`config.mk`:
```
export PLATFORM = sky130hd
export DESIGN_NAME = codec_cfg_sequencer
export DESIGN_NICKNAME = d
export VERILOG_FILES = /design/src/rtl/codec_cfg_sequencer.sv
export SDC_FILE = /design/constraint.sdc
export NUM_CORES = 1
export LEC_CHECK = 0
export ABC_AREA = 1
export BUFFER_PORTS_ARGS = -buffer_cell sky130_fd_sc_hd__buf_2
export CAP_MARGIN = 25
export CELL_PAD_IN_SITES_DETAIL_PLACEMENT = 1
export CELL_PAD_IN_SITES_GLOBAL_PLACEMENT = 1
export CORE_ASPECT_RATIO = 0.5
export CORE_UTILIZATION = 42
export DETAILED_ROUTE_END_ITERATION = 7
export PLACE_DENSITY_LB_ADDON = 0.1
export REMOVE_ABC_BUFFERS = 1
export SKIP_LAST_GASP = 1
export SLEW_MARGIN = 20
export SYNTH_ARGS = -nofsm -noshare
export SYNTH_HDL_FRONTEND = slang
export SYNTH_SLANG_ARGS = --single-unit
```
`constraint.sdc`:
```
create_clock -name clk -period 1.9 [get_ports clk]
set_input_delay 0.475 -clock clk [delete_from_list [all_inputs] [get_ports clk]]
set_output_delay 0.475 -clock clk [all_outputs]
set_load 0.1 [all_outputs]
```
`src/rtl/codec_cfg_sequencer.sv`:
```
// Command source for the 24-bit two-wire codec serializer: settles after reset, then writes each table entry.
// Build option CODEC_CFG_RETRY_EN: retry failed entries up to MAX_RETRY, else skip them and flag at DONE.
module codec_cfg_sequencer #(
    parameter logic [7:0]  DEV_ADDR     = 8'h34,
    parameter int          LUT_SIZE     = 10,
    parameter logic [15:0] START_DELAY  = 16'd2000,
    parameter int          BUSY_TIMEOUT = 4,
    parameter int          MAX_RETRY    = 3
) (
    input  logic        clk,
    input  logic        reset,
    input  logic        i_start,
    output logic        o_go,
    output logic [23:0] o_data,
    input  logic        i_ready,
    input  logic        i_ack,
    output logic        o_busy,
    output logic        o_done,
    output logic        o_error,
    output logic [3:0]  o_index,
    output logic [7:0]  o_err_count
);

    typedef enum logic [3:0] {
        S_DELAY,
        S_LOAD,
        S_GO,
        S_WAIT_BUSY,
        S_WAIT_DONE,
        S_CHECK,
        S_NEXT,
        S_DONE,
        S_ERROR
    } state_t;

    state_t      state, next_state;
    logic [15:0] dly_cnt;
    logic [7:0]  to_cnt;
    logic [7:0]  retry;
    logic [3:0]  idx;
    logic [7:0]  err_count;
    logic        ack_q;
    logic        timeout_q;

    logic delay_hit, busy_hit, failed, retry_ok, last;

    function automatic logic [15:0] table_entry(input logic [3:0] i);
        case (i)
            4'd0:    table_entry = 16'h001A;
            4'd1:    table_entry = 16'h021A;
            4'd2:    table_entry = 16'h047B;
            4'd3:    table_entry = 16'h067B;
            4'd4:    table_entry = 16'h08F8;
            4'd5:    table_entry = 16'h0A06;
            4'd6:    table_entry = 16'h0C00;
            4'd7:    table_entry = 16'h0E01;
            4'd8:    table_entry = 16'h1002;
            4'd9:    table_entry = 16'h1201;
            default: table_entry = 16'h0000;
        endcase
    endfunction

    assign delay_hit = (START_DELAY <= 16'd1) || (dly_cnt == START_DELAY - 16'd1);
    assign busy_hit  = (to_cnt == 8'(BUSY_TIMEOUT - 1));
    assign failed    = ack_q | timeout_q;
    assign retry_ok  = (retry < 8'(MAX_RETRY));
    assign last      = (idx == 4'(LUT_SIZE - 1));

    always_ff @(posedge clk or negedge reset) begin
        if (!reset) state <= S_DELAY;
        else        state <= next_state;
    end

    always_comb begin
        next_state = state;
        case (state)
            S_DELAY:     if (delay_hit) next_state = S_LOAD;
            // never launch into a serializer that is still busy
            S_LOAD:      if (i_ready) next_state = S_GO;
            S_GO:        next_state = S_WAIT_BUSY;
            S_WAIT_BUSY: begin
                if (!i_ready)     next_state = S_WAIT_DONE;
                else if (busy_hit) next_state = S_CHECK;
            end
            S_WAIT_DONE: if (i_ready) next_state = S_CHECK;
            S_CHECK: begin
                if (!failed)       next_state = S_NEXT;
`ifdef CODEC_CFG_RETRY_EN
                else if (retry_ok) next_state = S_LOAD;
                else               next_state = S_ERROR;
`else
                else               next_state = S_NEXT;
`endif
            end
            S_NEXT:      next_state = last ? S_DONE : S_LOAD;
            S_DONE,
            S_ERROR:     if (i_start) next_state = S_LOAD;
            default:     next_state = S_DELAY;
        endcase
    end

    always_comb begin
        o_go   = (state == S_GO);
        o_busy = !((state == S_DONE) || (state == S_ERROR));
        o_done = (state == S_DONE);
`ifdef CODEC_CFG_RETRY_EN
        o_error = (state == S_ERROR);
`else
        o_error = (state == S_DONE) && (err_count != 8'd0);
`endif
    end

    assign o_index     = idx;
    assign o_err_count = err_count;

    always_ff @(posedge clk or negedge reset) begin
        if (!reset) begin
            dly_cnt   <= 16'd0;
            to_cnt    <= 8'd0;
            retry     <= 8'd0;
            idx       <= 4'd0;
            err_count <= 8'd0;
            ack_q     <= 1'b0;
            timeout_q <= 1'b0;
            o_data    <= 24'd0;
        end else begin
            case (state)
                S_DELAY: if (!delay_hit) dly_cnt <= dly_cnt + 16'd1;
                S_LOAD:  o_data <= {DEV_ADDR, table_entry(idx)};
                S_GO: begin
                    to_cnt    <= 8'd0;
                    ack_q     <= 1'b0;
                    timeout_q <= 1'b0;
                end
                S_WAIT_BUSY: begin
                    if (i_ready) begin
                        to_cnt <= to_cnt + 8'd1;
                        if (busy_hit) timeout_q <= 1'b1;
                    end
                end
                S_WAIT_DONE: if (i_ready) ack_q <= i_ack;
                S_CHECK: begin
                    if (failed) begin
                        if (err_count != 8'hFF) err_count <= err_count + 8'd1;
                        // without retry this only tracks attempts on the current entry
                        if (retry_ok) retry <= retry + 8'd1;
                    end
                end
                S_NEXT: begin
                    retry <= 8'd0;
                    if (!last) idx <= idx + 4'd1;
                end
                S_DONE, S_ERROR: begin
                    if (i_start) begin
                        idx       <= 4'd0;
                        retry     <= 8'd0;
                        err_count <= 8'd0;
                    end
                end
                default: ;
            endcase
        end
    end

endmodule

```
After elaboration in Yosys (flattened, before gate mapping)
Memory sizes are Yosys's and may differ from the RTL's. A register that Yosys moved wholly into a read port is not among the register bits.
Cells that the tools add are included.
{"block": "classes", "n_addsub": 4, "n_eq_ne": 22, "n_mux": 22, "bitwise": 2, "reduce_logical": 18}
{"cell": "two-way mux 4 bit", "n": 8}
{"cell": "two-way mux 8 bit", "n": 4}
{"cell": "case mux 4 bit (8 select lines)", "n": 1}
{"cell": "case mux 8 bit (2 select lines)", "n": 2}
{"cell": "!= test 2 bit (second input constant)", "n": 9}
{"cell": "adder 16 x 1 -> 16 bit (second input constant)", "n": 1}
{"cell": "adder 8 x 1 -> 8 bit (second input constant)", "n": 2}
{"cell": "equality test 16 x 11 -> 1 bit (second input constant)", "n": 1}
{"cell": "equality test 4 x 3 -> 1 bit (second input constant)", "n": 4}
{"cell": "equality test 4 x 2 -> 1 bit (second input constant)", "n": 2}
{"cell": "equality test 4 bit (second input constant)", "n": 2}
{"cell": "equality test 8 x 2 -> 1 bit (second input constant)", "n": 1}
{"cell": "!= test 8 bit (second input constant)", "n": 1}
{"cell": "case mux 4 bit (2 select lines)", "n": 1}
{"cell": "nonzero test 2 bit", "n": 4}
{"cell": "nonzero test 8 bit", "n": 1}
{"cell": "AND reduction 2 bit", "n": 3}
{"cell": "AND reduction 3 bit", "n": 2}
{"cell": "AND reduction 5 bit", "n": 1}
{"cell": "adder 4 x 1 -> 4 bit (second input constant)", "n": 1}
{"cell": "equality test 4 x 1 -> 1 bit (second input constant)", "n": 1}
{"cell": "logical NOT 4 bit", "n": 1}
{"cell": "case mux 1 bit (2 select lines)", "n": 2}
{"cell": "AND reduction 4 bit", "n": 1}
{"cell": "9 further kinds", "n": 12}
{"block": "word_totals", "register_bits": 59, "romBits": 192, "in_bits": 5, "output_inout_bits": 40, "wordCells": 77, "n_memories": 1}
{"name": "(no name shown)", "words": 16, "width": 12, "rd": 1, "rd_ports_with_merged_regs": 1, "write_ports": 0, "line": "48", "source": "case (i)"}

Logic depth before layout (Yosys ltp)
Gate-level depths: netlist of run 1.
{"block": "depth", "ltp_word": 4, "mapped_depth": 10}

Least setup slack after synthesis of run 1
Ideal clock, no wire load.
{"block": "synth_timing", "kind": "register to output", "start": "register err_count[0] (netlist: o_err_count[0])", "end": "output port o_error", "arrival_ns": 3.046, "slack_ns": -1.621, "path_stages_with_launch": 4, "path_cell_list": "dfrtp_1 > inv_1 > ha_1 > a31oi_1"}
{"block": "synth_via", "elab_chain_cells": 2}
{"item": "start, declared", "line": "41", "source": "logic [7:0] err_count;"}
{"item": "start signal, assigned", "line": "144", "source": "if (err_count != 8'hFF) err_count <= err_count + 8'd1;"}
{"item": "nonzero test 8 bit", "line": "109", "source": "o_error = (state == S_DONE) && (err_count != 8'd0);"}
{"item": "logical AND 1 bit", "line": "109"}
{"item": "end, declared", "line": "19", "source": "output logic o_error,"}
No other way between the ends.

Worst setup path in the final report of run 1
{"block": "layout_timing", "start": "register err_count[7] (netlist: o_err_count[7])", "end": "output port o_error"}
The elaborated chain is that of the path after synthesis.

==> results of run 1 <==
[cells by family after synthesis]
group,count (synthesis),share of synthesized area
AND/OR/NAND/NOR,240,0.328
flip-flops,52,0.408
buffers and inverters,74,0.116
XOR/XNOR,11,0.0302
AO/OA/AOI/OAI,47,0.0895
other,1,0.00118
adder cells (fa/ha/maj),7,0.0275
[what timing repair did]
item,4_1_cts,5_1_grt
setup endpoints to repair,4,7
setup buffers,0,8
resized for setup,5,10
pin swaps,0,2
[layout by cell type (no fill, tap or decap), types with 6 or more instances in the layout]
cell type and count:
nand2_1 131, dfrtp_1 48, inv_1 46, nor2_1 39, nand3_1 32, buf_2 30
o21ai_0 21, buf_4 15, nand4_1 12, a21oi_1 9, conb_1 9, nor3_1 7
nand2_2 6, xor2_1 6
[sequential cells by signal (all words and copies together) (netlist names)]
name,cells
o_data,11
timeout_q,1
ack_q,1
o_err_count,8
state,3
o_index,4
dly_cnt,16
to_cnt,8
[layout make-up]
cell class,count,area share
clock buffer,6,0.0372
clock inverter,2,0.00369
inverter,52,0.0526
multi-input combinational,314,0.425
sequential,52,0.350
tap,96,0.0322
timing repair buffer,51,0.0992
[worst max path at each step]
stage / start / endpoint / slack (ns) / depth (start not counted)
after detailed placement: state[0] / o_error / 0.1 / 5
after floorplan: state[2] / o_error / -1.96 / 4
after CTS: state[0] / o_error / -0.07 / 5
after global placement: dly_cnt[0] / state[0] / 0.19 / 9
final: o_err_count[7] / o_error / 0.02 / 3
after global routing: o_err_count[7] / o_error / -0.03 / 3
[through the flow]
step | instances | TNS (ns)
final | 573 | 0
after global placement | 557 | 0
after detailed placement | 557 | 0
after floorplan | 418 | -9.77
after CTS | 565 | -0.0718
after global routing | 573 | -0.0612
[worst max-delay path: stages, from the launching register on]
cell	delay (ns)
dfrtp_2	0.46
nor4_4	0.33
a31oi_4	0.14
buf_12	0.19
[where the power goes]
| group | internal [mW] | switching [mW] | leakage [nW] |
|---|---|---|---|
| Sequential | 1.11 | 0 | 0.680 |
| Clock | 0.528 | 0.433 | 0.0772 |
| Combinational | 0.00757 | 0.103 | 1.17 |
[routing by layer]
layer	share of wire	global-route usage	wire (um)	vias up
met5	0	0	0	-
met4	0.0059	0.0564	49	0
met3	0.020	0.0450	167	5
met2	0.50	0.397	4150	20
met1	0.48	0.290	4000	1417
li1	-	-	-	1438
==> impl_results.md, run 1 <==
* DIE WIDTH at between 100 and 150 um
* Vias in the first global route at around 3000
* Post-synthesis cell area at about 0.0032 mm2
* Final Max Tran Viols at 0
* Worst-path clk slew at ~0.07 ns
* First-pass GRT wire length at roughly 14000 um
* DRT Pass-1 Iters at 6
* Ys async rst share at 1.00
* Synth top area cells: dfrtp_1, nand2_1, inv_1, nand3_1, nor2_1
* Starting DRT DRC Count at around 100
* Worst r2r src: dly_cnt[1]
* Synth top area share at 0.408
* Worst EP required at around 1.4 ns
* Final Hold Viols at 0
* Final HPWL DP at 6120 um
* Site Rows at 22
* Clk buf depth at 2
* Final setup vio count at 0
* EDFF count, synth at 0
* CTS buffer count at 5
* Routed wire length at ~8400 um
* GR Overflow Total at 0
* WS Path Type: reg2out
* Post-DRT Antenna Nets at 0
* Syn_area_per_cell at 7.38 um2
* Final period util at 0.989
* Register area at around 0.0013 mm2
* Fin area at 0.00373 mm2
* Startpoint Class: register
* Utilization after layout at 0.508
* Slew HR at 0.669
* Worst slew pin tran at ~0.5 ns
* Die height at approximately 64 um
* Initial antenna violation count at 0
* Yosys Warn Count at 0
* # H-tree levels at 2
* Status: complete, no violations
* Clock root cell: clkbuf_16
* Pleak at just under 2 nW
* Netlist cell types at 35
* R2R depth at 9
* Worst reg2reg setup slack at around 0.14 ns
* Commonest cells in the netlist: nand2_1, dfrtp_1, inv_1
* Number of port buffers at 35
* Worst Path Max Fanout at 5
* Peak Freq at 532 MHz
* RSZ-0062 raised after global routing: yes
* Post-DP Area at around 0.0035 mm2
* Most frequent cell after synthesis: nand2_1
* WL/cell at ~15 um
* Pwr Total at around 2.2 mW
* Synthesized instance count at 432
* Vias per inst at just over 5
* Pwr Density at 583 mW/mm2
* Number of fill cells in the layout at 932
* Clk Latency, worst-skew pair at between 0.2 and 0.3 ns
* CP arrival at ~1.4 ns
* Worst hold path class: in2async
* Ys flop type: dfrtp_1
* Initial cell density of the core at 0.434
* Hold_buf cts at 0
* I/O pin count at between 40 and 50
* Placement Setup Slack at between 0.09 and 0.1 ns
* Overall Global Routing Usage at 0.227
* Worst-case clock skew at around 0.0057 ns
* Max IR drop VDD at between 0.3 and 0.4 mV
* CTS tree: built
* Sequential area share after synthesis at 0.408
* Max_cap viols at 0
* Largest net degree at the start of global routing at between 50 and 60
* R2r endpoint: state[0]
* Crit path time final at 1.88 ns
* Synth area leader: dfrtp_1
* Fin nets at 488
* Area growth syn-to-layout at 17.1%
* Clk sinks at between 50 and 60
* Share of cells above drive strength 1 at 0.201
* Gpl congestion at approximately 0.79
* Vias at ~2900
* Worst hold margin at 0.160 ns
* DRC at 0
* Total Die Area at between 0.007 and 0.008 mm2
* Multi-input logic area at ~0.0016 mm2
* Critical Path End Type: output pin
* Diode count at 0
* Core region area at around 0.0073 mm2
* Worst setup margin at between 0.02 and 0.025 ns
* Yosys reg bits at 52
No activity file was read; power rests on OpenSTA's default activity.
==> inputs of run 2 (changes only) <==
--- a/config.mk
+++ b/config.mk
@@ -5,13 +5,12 @@
 export SDC_FILE = /design/constraint.sdc
 export NUM_CORES = 1
 export LEC_CHECK = 0
-export ABC_AREA = 1
 export BUFFER_PORTS_ARGS = -buffer_cell sky130_fd_sc_hd__buf_2
 export CAP_MARGIN = 25
 export CELL_PAD_IN_SITES_DETAIL_PLACEMENT = 1
 export CELL_PAD_IN_SITES_GLOBAL_PLACEMENT = 1
 export CORE_ASPECT_RATIO = 0.5
-export CORE_UTILIZATION = 42
+export CORE_UTILIZATION = 43
 export DETAILED_ROUTE_END_ITERATION = 7
 export PLACE_DENSITY_LB_ADDON = 0.1
 export REMOVE_ABC_BUFFERS = 1
==> impl_results.md, run 2 <==
* Commonest non-fill, non-tap cells in the layout: dfrtp_1, buf_4, nand2_1
* Failing checks: setup timing
* WL/cell at ~15 um
* # H-tree levels at 2
* Clk buf depth at 2
* Initial cell density of the core at 0.449
* Die height at around 59 um
* Vias in the first global route at approximately 2300
* RSZ-0062 raised after global routing: yes
* Synth area leader: dfrtp_1
* Crit path time final at roughly 1.9 ns
* Clk Latency, worst-skew pair at around 0.29 ns
* Yosys reg bits at between 50 and 60
* CTS buffer count at 5
* DRT Pass-1 Iters at 4
* End point of the critical path: o_error
* Routed wire length at between 6000 and 7000 um
* Number of port buffers at 35
* CTS tree: built
* First-pass GRT wire length at 11100 um
* Sequential area share after synthesis at 0.473
* Max_cap viols at 0
* R2R depth at 5
* Overall Global Routing Usage at 0.214
* Hold_buf cts at 0
* Fin nets at about 370
* Final Max Tran Viols at 0
* Critical Path End Type: output pin
* GRT busiest layer: met2
* Largest regs: dly_cnt: 16 flops, o_data: 11 flops
* EDFF count, synth at 0
* Worst hold path class: in2async
* Peak Freq at around 520 MHz
* Ys async rst share at 1.00
* Area growth syn-to-layout at 25.8%
* Core region area at slightly above 0.006 mm2
* Worst reg2reg setup slack at about 0.05 ns
* WS Path Type: reg2out
* Post-route setup TNS at -0.00556 ns
* Startpoint Class: register
* Gpl congestion at around 0.77
* Clk sinks at 52
* Number of fill cells in the layout at between 700 and 800
* Site Rows at 20
* Setup crit start: o_err_count[1]
* Initial antenna violation count at 0
* Status: finished with violations
* Max FFs per register at 16
* Clock root cell: clkbuf_16
* Yosys Warn Count at 0
* Met3 GRT Util at 0.0494
* Vias per inst at approximately 5.2
* Synthesized instance count at 289
* Final HPWL DP at about 4700 um
* Final period util at 1.00
* Synth top area share at 0.473
* Synth top area cells: dfrtp_1, o21ai_0, nand2_1, xnor2_1, nand3_1
* Final setup vio count at 1
* CP arrival at 1.43 ns
* Total Die Area at about 0.0067 mm2
* Syn_area_per_cell at about 9.5 um2
* Largest net degree at the start of global routing at 53
* Worst hold margin at 0.172 ns
* Top reg by flops: dly_cnt
* Netlist cell types at 44
* Final Hold Viols at 0
* Most common cell after layout, fill and taps aside: dfrtp_1
* Worst EP required at between 1 and 1.5 ns
* Worst-case clock skew at 0.00936 ns
* Diode count at 0
* Worst-path clk slew at 0.07 ns
* Starting DRT DRC Count at around 120
* Post-DRT Antenna Nets at 0
* GR Layer Usage met2 at 0.386
* Ys flop type: dfrtp_1
* Most frequent cell after synthesis: dfrtp_1
* Post-synthesis cell area at between 0.002 and 0.003 mm2
* Met1 Use GR at 0.269
* Share of cells above drive strength 1 at 0.277
* DRC at 0
* Worst r2r src: dly_cnt[12]
* Vias at between 2000 and 2500
* Worst Path Max Fanout at 2
* Worst setup margin at -0.00556 ns
* R2r endpoint: state[0]
* Commonest cells in the netlist: dfrtp_1, nand2_1, o21ai_0
* I/O pin count at between 40 and 50
* DIE WIDTH at about 120 um
* GR Overflow Total at 0
-- run 2: changes by cell type after synthesis, moves of 9 or more --
cell,change
nor2_1,-19
nand2_1,-100
inv_1,-34
o21ai_0,+9
nand3_1,-11
-- run 2: per-stage QoR --
step | area, um2 | setup slack (ns) | std cells | utilization
after floorplan | 2630 | -1.93 | 276 | -
after global placement | 3180 | 0.0568 | 425 | 0.519
after detailed placement | 3180 | 0.0164 | 425 | 0.519
after CTS | 3370 | -0.0606 | 437 | 0.550
after global routing | 3460 | -0.0842 | 442 | 0.565
final | 3460 | -0.00556 | 442 | 0.565
-- run 2: logic make-up (layout without fill, tap and decap cells) --
family                   after synthesis  after routing  share of synthesized area
AO/OA/AOI/OAI                         58             58                      0.125
XOR/XNOR                              21             21                     0.0668
adder cells (fa/ha/maj)                7              7                     0.0318
buffers and inverters                 34             91                     0.0741
flip-flops                            52             52                      0.473
multiplexers                           5              5                     0.0195
other                                  1              9                    0.00136
AND/OR/NAND/NOR                      111            111                      0.209
-- run 2: worst min-delay path by stage --
stage	cells past startpoint	end	slack, ns	start
after floorplan	0	ack_q	0.18	reset
after global placement	2	o_data[10]	0.46	o_data[10]
after detailed placement	2	o_data[10]	0.47	o_data[10]
after CTS	2	o_data[1]	0.18	reset
after global routing	2	o_data[7]	0.19	reset
final	2	o_data[2]	0.17	reset
-- run 2: timing repair --
action	4_1_cts	5_1_grt
cloned	0	0
resized for setup	5	12
pin swaps	3	7
endpoints found under the setup margin	5	18
buffers inserted	4	5
-- run 2: critical path, stage by stage, from the launching register on --
cell and delay [ns]:
dfrtp_1 0.38, inv_1 0.07, ha_2 0.17, nor4b_4 0.12, a21oi_2 0.21, buf_12 0.20
-- run 2: layout make-up --
cell class	instances	area, um2	share of cell area
multi-input cells	211	1340	0.388
well taps	88	110	0.0318
clock buffers	8	146	0.0423
inverters	13	48.8	0.0141
flip-flops and latches	52	1310	0.377
repair buffers	70	508	0.147
-- run 2: routing by layer --
metal  routed length (um)  up-vias
met4                   30        0
li1                     -     1115
met5                    0        -
met1                 3200     1138
met2                 3310       41
met3                  214        4
Power of run 2 is not shown: default switching activity piles up to over one toggle a cycle in this logic, so the estimate is an artifact.
